<file path="src/rtl/serial_rx_buffer_if.sv">
// Handshake/data bundle between a serial bit source, the rx buffer and its word consumer.
interface serial_rx_buffer_if #(
  parameter int DATA_WIDTH = 24,
  parameter int FIFO_DEPTH = 8
);
  localparam int CW = $clog2(FIFO_DEPTH) + 1;

  logic                  i_en;
  logic                  i_din;
  logic                  i_din_valid;
  logic                  i_dout_ready;
  logic                  i_clr_overflow;
  logic [DATA_WIDTH-1:0] ov_dout;
  logic                  o_dout_valid;
  logic                  o_full;
  logic [CW-1:0]         ov_count;
  logic                  o_overflow;

  modport slave (
    input  i_en, i_din, i_din_valid, i_dout_ready, i_clr_overflow,
    output ov_dout, o_dout_valid, o_full, ov_count, o_overflow
  );

  modport master (
    output i_en, i_din, i_din_valid, i_dout_ready, i_clr_overflow,
    input  ov_dout, o_dout_valid, o_full, ov_count, o_overflow
  );
endinterface

</file>
<file path="src/rtl/serial_rx_buffer.sv">
// Assembles MSB-first serial bits into DATA_WIDTH words and queues them in a
// show-ahead FIFO with a sticky overflow flag for words dropped while full.
module serial_rx_buffer #(
  parameter int DATA_WIDTH = 24,
  parameter int FIFO_DEPTH = 8
) (
  input  logic               i_clk,
  input  logic               i_rst_n,
  serial_rx_buffer_if.slave  bus
);
  localparam int PW = (FIFO_DEPTH > 1) ? $clog2(FIFO_DEPTH) : 1;
  localparam int CW = PW + 1;
  localparam int BW = (DATA_WIDTH > 1) ? $clog2(DATA_WIDTH) : 1;

  logic [DATA_WIDTH-1:0] shift_q, shift_d;
  logic [BW-1:0]         bitcnt_q, bitcnt_d;
  logic [PW-1:0]         wr_ptr_q, wr_ptr_d, rd_ptr_q, rd_ptr_d;
  logic [CW-1:0]         count_q, count_d;
  logic                  ovf_q, ovf_d;
  logic [DATA_WIDTH-1:0] mem_q [FIFO_DEPTH];

  logic                  accept, word_done, full, nonempty, pop, push, drop;
  logic [DATA_WIDTH-1:0] word;

  always_comb begin
    accept    = bus.i_en & bus.i_din_valid;
    word_done = accept && (bitcnt_q == BW'(DATA_WIDTH-1));
    word      = {shift_q[DATA_WIDTH-2:0], bus.i_din};
    full      = (count_q == CW'(FIFO_DEPTH));
    nonempty  = (count_q != '0);
    pop       = nonempty & bus.i_dout_ready;
    // A full FIFO still takes the word when the head leaves on the same edge.
    push      = word_done & (~full | pop);
    drop      = word_done & full & ~pop;

    shift_d  = shift_q;
    bitcnt_d = bitcnt_q;
    if (accept) begin
      shift_d  = word;
      bitcnt_d = word_done ? '0 : bitcnt_q + BW'(1);
    end

    wr_ptr_d = push ? wr_ptr_q + PW'(1) : wr_ptr_q;
    rd_ptr_d = pop  ? rd_ptr_q + PW'(1) : rd_ptr_q;
    count_d  = count_q + CW'(push) - CW'(pop);
    // Set wins over clear.
    ovf_d    = drop | (ovf_q & ~bus.i_clr_overflow);
  end

  always_ff @(posedge i_clk or negedge i_rst_n) begin
    if (!i_rst_n) begin
      shift_q  <= '0;
      bitcnt_q <= '0;
      wr_ptr_q <= '0;
      rd_ptr_q <= '0;
      count_q  <= '0;
      ovf_q    <= 1'b0;
    end else begin
      shift_q  <= shift_d;
      bitcnt_q <= bitcnt_d;
      wr_ptr_q <= wr_ptr_d;
      rd_ptr_q <= rd_ptr_d;
      count_q  <= count_d;
      ovf_q    <= ovf_d;
    end
  end

  // Storage is left unreset: entries are only visible once counted in.
  always_ff @(posedge i_clk) begin
    if (push) mem_q[wr_ptr_q] <= word;
  end

  assign bus.ov_dout      = nonempty ? mem_q[rd_ptr_q] : '0;
  assign bus.o_dout_valid = nonempty;
  assign bus.o_full       = full;
  assign bus.ov_count     = count_q;
  assign bus.o_overflow   = ovf_q;
endmodule

</file>
<file path="src/flat_wrapper.sv">
// flat-port wrapper written by rule: the top's interface ports become plain ports
module serial_rx_buffer_flat 
#(
  parameter int DATA_WIDTH = 24,
  parameter int FIFO_DEPTH = 8
)
  (i_clk, i_rst_n, bus_i_en, bus_i_din, bus_i_din_valid, bus_i_dout_ready, bus_i_clr_overflow, bus_ov_dout, bus_o_dout_valid, bus_o_full, bus_ov_count, bus_o_overflow);
  serial_rx_buffer_if #(.DATA_WIDTH(DATA_WIDTH), .FIFO_DEPTH(FIFO_DEPTH)) bus_i ();
  input  logic i_clk;
  input  logic i_rst_n;
  input wire logic [$bits(bus_i.i_en)-1:0] bus_i_en;
  input wire logic [$bits(bus_i.i_din)-1:0] bus_i_din;
  input wire logic [$bits(bus_i.i_din_valid)-1:0] bus_i_din_valid;
  input wire logic [$bits(bus_i.i_dout_ready)-1:0] bus_i_dout_ready;
  input wire logic [$bits(bus_i.i_clr_overflow)-1:0] bus_i_clr_overflow;
  output wire logic [$bits(bus_i.ov_dout)-1:0] bus_ov_dout;
  output wire logic [$bits(bus_i.o_dout_valid)-1:0] bus_o_dout_valid;
  output wire logic [$bits(bus_i.o_full)-1:0] bus_o_full;
  output wire logic [$bits(bus_i.ov_count)-1:0] bus_ov_count;
  output wire logic [$bits(bus_i.o_overflow)-1:0] bus_o_overflow;
  assign bus_i.i_en = bus_i_en;
  assign bus_i.i_din = bus_i_din;
  assign bus_i.i_din_valid = bus_i_din_valid;
  assign bus_i.i_dout_ready = bus_i_dout_ready;
  assign bus_i.i_clr_overflow = bus_i_clr_overflow;
  assign bus_ov_dout = bus_i.ov_dout;
  assign bus_o_dout_valid = bus_i.o_dout_valid;
  assign bus_o_full = bus_i.o_full;
  assign bus_ov_count = bus_i.ov_count;
  assign bus_o_overflow = bus_i.o_overflow;
  serial_rx_buffer #(.DATA_WIDTH(DATA_WIDTH), .FIFO_DEPTH(FIFO_DEPTH)) u_core (.i_clk(i_clk), .i_rst_n(i_rst_n), .bus(bus_i));
endmodule
</file>
<file path="config.mk">
export PLATFORM = sky130hd
export DESIGN_NAME = serial_rx_buffer_flat
export DESIGN_NICKNAME = d
export VERILOG_FILES = /design/src/rtl/serial_rx_buffer_if.sv /design/src/rtl/serial_rx_buffer.sv /design/src/flat_wrapper.sv
export SDC_FILE = /design/constraint.sdc
export NUM_CORES = 1
export LEC_CHECK = 0
export CORE_MARGIN = 2
export CORE_UTILIZATION = 60
export CTS_CLUSTER_SIZE = 16
export DETAILED_ROUTE_END_ITERATION = 16
export PLACE_DENSITY = 0.89
export SLEW_MARGIN = 20
export SYNTH_ARGS = -nofsm -noshare
export SYNTH_HDL_FRONTEND = slang
export SYNTH_SLANG_ARGS = --single-unit
</file>
<file path="constraint.sdc">
create_clock -name i_clk -period 9.6 [get_ports i_clk]
set_input_delay 2.4 -clock i_clk [delete_from_list [all_inputs] [get_ports i_clk]]
set_output_delay 2.4 -clock i_clk [all_outputs]
set_load 0.02 [all_outputs]
</file>
Yosys cells after proc, flatten, opt, wreduce, memory -nomap -nowiden:

Memories as Yosys holds them, arrays and structs flattened.
Index checks and enable logic that the tools add are counted.

* flip-flop bits (word level): 39
* bits in writable memories: 192
* input port bits: 7
* output and inout bits: 31
* word-level logic and storage cells: 31
* memories kept: 1

Memory list
* u_core.mem_q: depth 8, width 24, rd ports 1, clocked after memory_dff 0, wr ports 1, RTL line serial_rx_buffer.sv:20 `logic [DATA_WIDTH-1:0] mem_q [FIFO_DEPTH];`

* $add $sub $neg: 5
* equality and inequality tests: 2
* muxes and demuxes: 4
* bitwise operators: 11
* reduce and logical (&&, ||, !) cells: 2

Operators by type and width (number)
* $mux 24: 1
* $add 3x1->3 const B: 2
* $and 1x1->1: 6
* $add 5x1->5 const B: 1
* $eq 5x5->1 const B: 1
* $mux 5: 1
* $add 4x1->4: 1
* $eq 4x4->1 const B: 1
* $reduce_bool 4->1: 1
* $sub 4x1->4: 1
* $not 1->1: 3
* $mux 1: 2
* $or 1x1->1: 2
* $logic_and 1x1->1: 1

Longest topological paths before layout:

* depth after elaboration: 6
* depth in mapped cells: 10
* mapped depth without buffers: 9

Worst setup path before layout:

OpenSTA, ideal clock, no wires.

* path type: in2reg
* start point: input port bus_i_en
* end point: memory u_core.mem_q[0][0], enable pin
* setup time: 466 ps
* arrival: 5314 ps
* data required time: 9134 ps
* setup slack: 3820 ps
* stages on the path: 4
* path buffers: 1
* cell sequence: and4_1 clkbuf_1 o211ai_4 nor4_1

* word-level cells in the longest chain between the ends: 5

RTL lines
* start: declaration: RTL line flat_wrapper.sv:11 `input wire logic [$bits(bus_i.i_en)-1:0] bus_i_en;`
* $and 1x1->1: RTL line serial_rx_buffer.sv:26 `accept = bus.i_en & bus.i_din_valid;`
* $logic_and 1x1->1: RTL line serial_rx_buffer.sv:27 `word_done = accept && (bitcnt_q == BW'(DATA_WIDTH-1));`
* $and 1x1->1: RTL line serial_rx_buffer.sv:33 `push = word_done & (~full | pop);`
* $mux 1: RTL line serial_rx_buffer.sv:70 `if (push) mem_q[wr_ptr_q] <= word;`
* $mux 1 (implied by the code): RTL line serial_rx_buffer.sv:70
* end: declaration: RTL line serial_rx_buffer.sv:20

Every way passes these cells.

Worst setup path after layout:

* start point: register u_core.rd_ptr_q[0]
* end point: output port bus_ov_dout[1]

* word-level cells in the longest chain between the ends: 2

RTL lines
* start: declaration: RTL line serial_rx_buffer.sv:17 `logic [PW-1:0] wr_ptr_q, wr_ptr_d, rd_ptr_q, rd_ptr_d;`
* start signal: assignment: RTL line serial_rx_buffer.sv:62 `rd_ptr_q <= rd_ptr_d;`
* $mem_v2 8x24
* $mux 24: RTL line serial_rx_buffer.sv:73 `assign bus.ov_dout = nonempty ? mem_q[rd_ptr_q] : '0;`
* end: declaration: RTL line flat_wrapper.sv:16 `output wire logic [$bits(bus_i.ov_dout)-1:0] bus_ov_dout;`

Every way passes these cells.

==> metrics.md <==
| Metric | Value |
|---|---|
| Clk_skew | 0.00944 ns |
| CP Data Required Time | 7.20 ns |
| Period utilisation layout | 60.2% |
| Routed length per instance | 25.4 µm |
| Largest net degree at the start of global routing | 40 |
| DIE AREA | 0.0159 mm² |
| Worst slew pin tran | 0.939 ns |
| Layout area overhead | 14.6% |
| Cts repair resizes | 0 |
| Max Slew Vio Count | 0 |
| Crit path launch type | flop |
| Vias in the first global route | 4,522 |
| DRC | 0 |
| Power Density | 301 mW/mm² |
| Vert. Die Dim | 126 µm |
| Setup-failing EPs final | 0 |
| N_diodes | 0 |
| Fraction of layout cells with a size suffix above 1 | 28.0% |
| Arrival time worst endpoint | 3.38 ns |
| Status | finished, final reports clean |
| Main synth FF type | edfxtp_1 |
| Max Cap Viol | 0 |
| Synth top area share | 64.5% |
| Starting Density | 61.5% |
| Fin Setup TNS | 0 ns |
| Leakage | 3.50 nW |
| Overall routing resource usage | 22.1% |
| Crit path kind | flop to output pin |
| Synthesis-stage register bit count | 231 |
| CTS tree | done |
| Iteration-0 DRC Markers | 361 |
| Synth Cell Area | 0.00894 mm² |
| Critical path fanouts, max | 28 |
| IO Count | 38 |
| Via density | 6.33 |
| GR Overflow Total | 0 |
| Min cycle time layout | 5.78 ns |
| First-pass GRT wire length | 26,300 µm |
| Root Buffer | clkbuf_16 |
| Most common cell after layout, fill and taps aside | edfxtp_1 |
| Clk pin slew, worst setup/hold paths | 0.06 ns |
| Die extent in x | 126 µm |
| Max clock buf depth | 3 |
| Hold Path Class | flop to flop |
| Most frequent cells in the layout | edfxtp_1 (192), mux4_2 (48), dfrtp_1 (37) |
| Core area | 0.0145 mm² |
| Cells after Synth | 414 |
| Relative slew slack | 37.3% |
| Synth warnings | 0 |
| Post-synth EDFFs | 192 |
| Syn_nets | 430 |
| Final antenna-violating net count | 0 |
| Clk sinks | 231 |
| Synth area leader | edfxtp_1 |
| CTS Buf Count | 22 |
| Post-DP HPWL | 9070 µm |
| CTS hold repair buffers | 0 |
| Finished Cell Area | 0.0102 mm² |
| FFs w/ async S/R, synth | 16.9% |
| Syn Area/Cell | 21.6 µm² |
| CP Capture Type | output pin |
| Port Buffers | 37 |
| Initial antenna violation count | 0 |
| Post-DP Area | 0.00952 mm² |
| Setup slack at placement | 4.30 ns |
| Hold Slack | 0.508 ns |
| Synth area leaders | edfxtp_1 (65%), mux4_2 (12%), dfrtp_1 (11%), mux2_2 (3.5%), a22o_1 (2.4%) |
| Setup ws final | 3.82 ns |
| Unrepaired setup endpoints after global routing | false |
| Count of cell types in the netlist | 32 |
| VDD IR max | 0.188 mV |
| Nets | 479 |
| Gpl congestion | 0.706 |
| Row count | 44 |
| Peak Freq | 173 MHz |
| Sequential area share after synthesis | 75.4% |
| Post-layout util | 70.4% |
| Pre-antenna DRT Iters | 4 |
| Routed WL | 16,900 µm |
| Vias | 4,199 |
| Fin. Hold Viols | 0 |
| Clk_lat worst skew | 0.50 ns |
| H-tree Lvls | 1 |
| Post-CTS Setup Inserts | 0 |
==> per-stage QoR <==
step                cells  power, mW
floorplan             414       1.94
global placement      623       2.22
detailed placement    623       2.25
CTS                   663       3.11
global route          663       3.21
finish                663       3.08
==> path summary, 6_finish.rpt <==
path / from / to / slack (ns) / depth (start not counted)
min in group asynchronous: i_rst_n / u_core.bus.ov_count[3] / 2.02 / 1
max reg2reg: u_core.bitcnt_q[0] / u_core.mem_q[6][3] / 6.87 / 4
min reg2reg: u_core.bitcnt_q[2] / u_core.bitcnt_q[2] / 0.51 / 1
min: u_core.bitcnt_q[2] / u_core.bitcnt_q[2] / 0.51 / 1
max in group asynchronous: i_rst_n / u_core.rd_ptr_q[0] / 6.96 / 1
max: u_core.rd_ptr_q[0] / bus_ov_dout[1] / 3.82 / 4
==> power by group <==
group	internal [mW]	leakage [nW]	switching, mW
combinational	0.463	0.935	0.406
sequential	1.21	2.20	0.151
clock	0.503	0.358	0.347
==> sequential cells by signal, indices dropped and copies added, names as in the netlist <==
| register | flops |
|---|---|
| u_core.bus.o_overflow | 1 |
| u_core.mem_q | 192 |
| u_core.wr_ptr_q | 3 |
| u_core.bus.ov_count | 4 |
| u_core.rd_ptr_q | 3 |
| u_core.bitcnt_q | 5 |
| u_core.shift_q | 23 |
==> worst max-delay path, stage by stage (launching register included) <==
cell and delay (ns):
dfrtp_2 0.88, buf_4 0.60, mux4_2 0.59, a22o_1 0.25, clkdlybuf4s50_1 0.54
==> cells in the mapped netlist, drive strengths merged, types with 2 or more instances <==
library cell and instances:
edfxtp 192, mux4 48, dfrtp 39, mux2 28
a22o 24, buf 13, clkbuf 8, ha 8
inv 8, xnor2 6, nand2 5, nor2 5
nor3 4, a21oi 3, nand3 3, nor2b 3
mux2i 2, nand2b 2, o2111ai 2, or3b 2
==> kinds of logic (layout without fill, tap and decap cells) <==
family	Yosys count	in the layout	synth area share [%]
AO/OA/AOI/OAI	32	32	3.14
multiplexers	78	78	15.8
flip-flops	231	231	75.4
AND/OR/NAND/NOR	28	28	1.69
buffers and inverters	29	94	1.85
adder cells (fa/ha/maj)	9	9	1.34
XOR/XNOR	7	7	0.686
==> area by class of cell <==
type | count | area, µm²
multi-input combinational | 154 | 2080
clock inverter | 7 | 57.6
timing repair buffer | 46 | 433
sequential | 231 | 6740
inverter | 8 | 30.0
fill | 850 | 4300
clock buffer | 33 | 663
tap | 184 | 230
==> metal layers <==
metal,vias to the layer above,track usage (%),wire (µm)
li1,1786,-,-
met1,2201,29.5,6680
met2,179,36.9,8670
met3,33,4.63,1150
met4,0,7.69,361
met5,-,0,0
No activity file was read; power rests on OpenSTA's default activity.
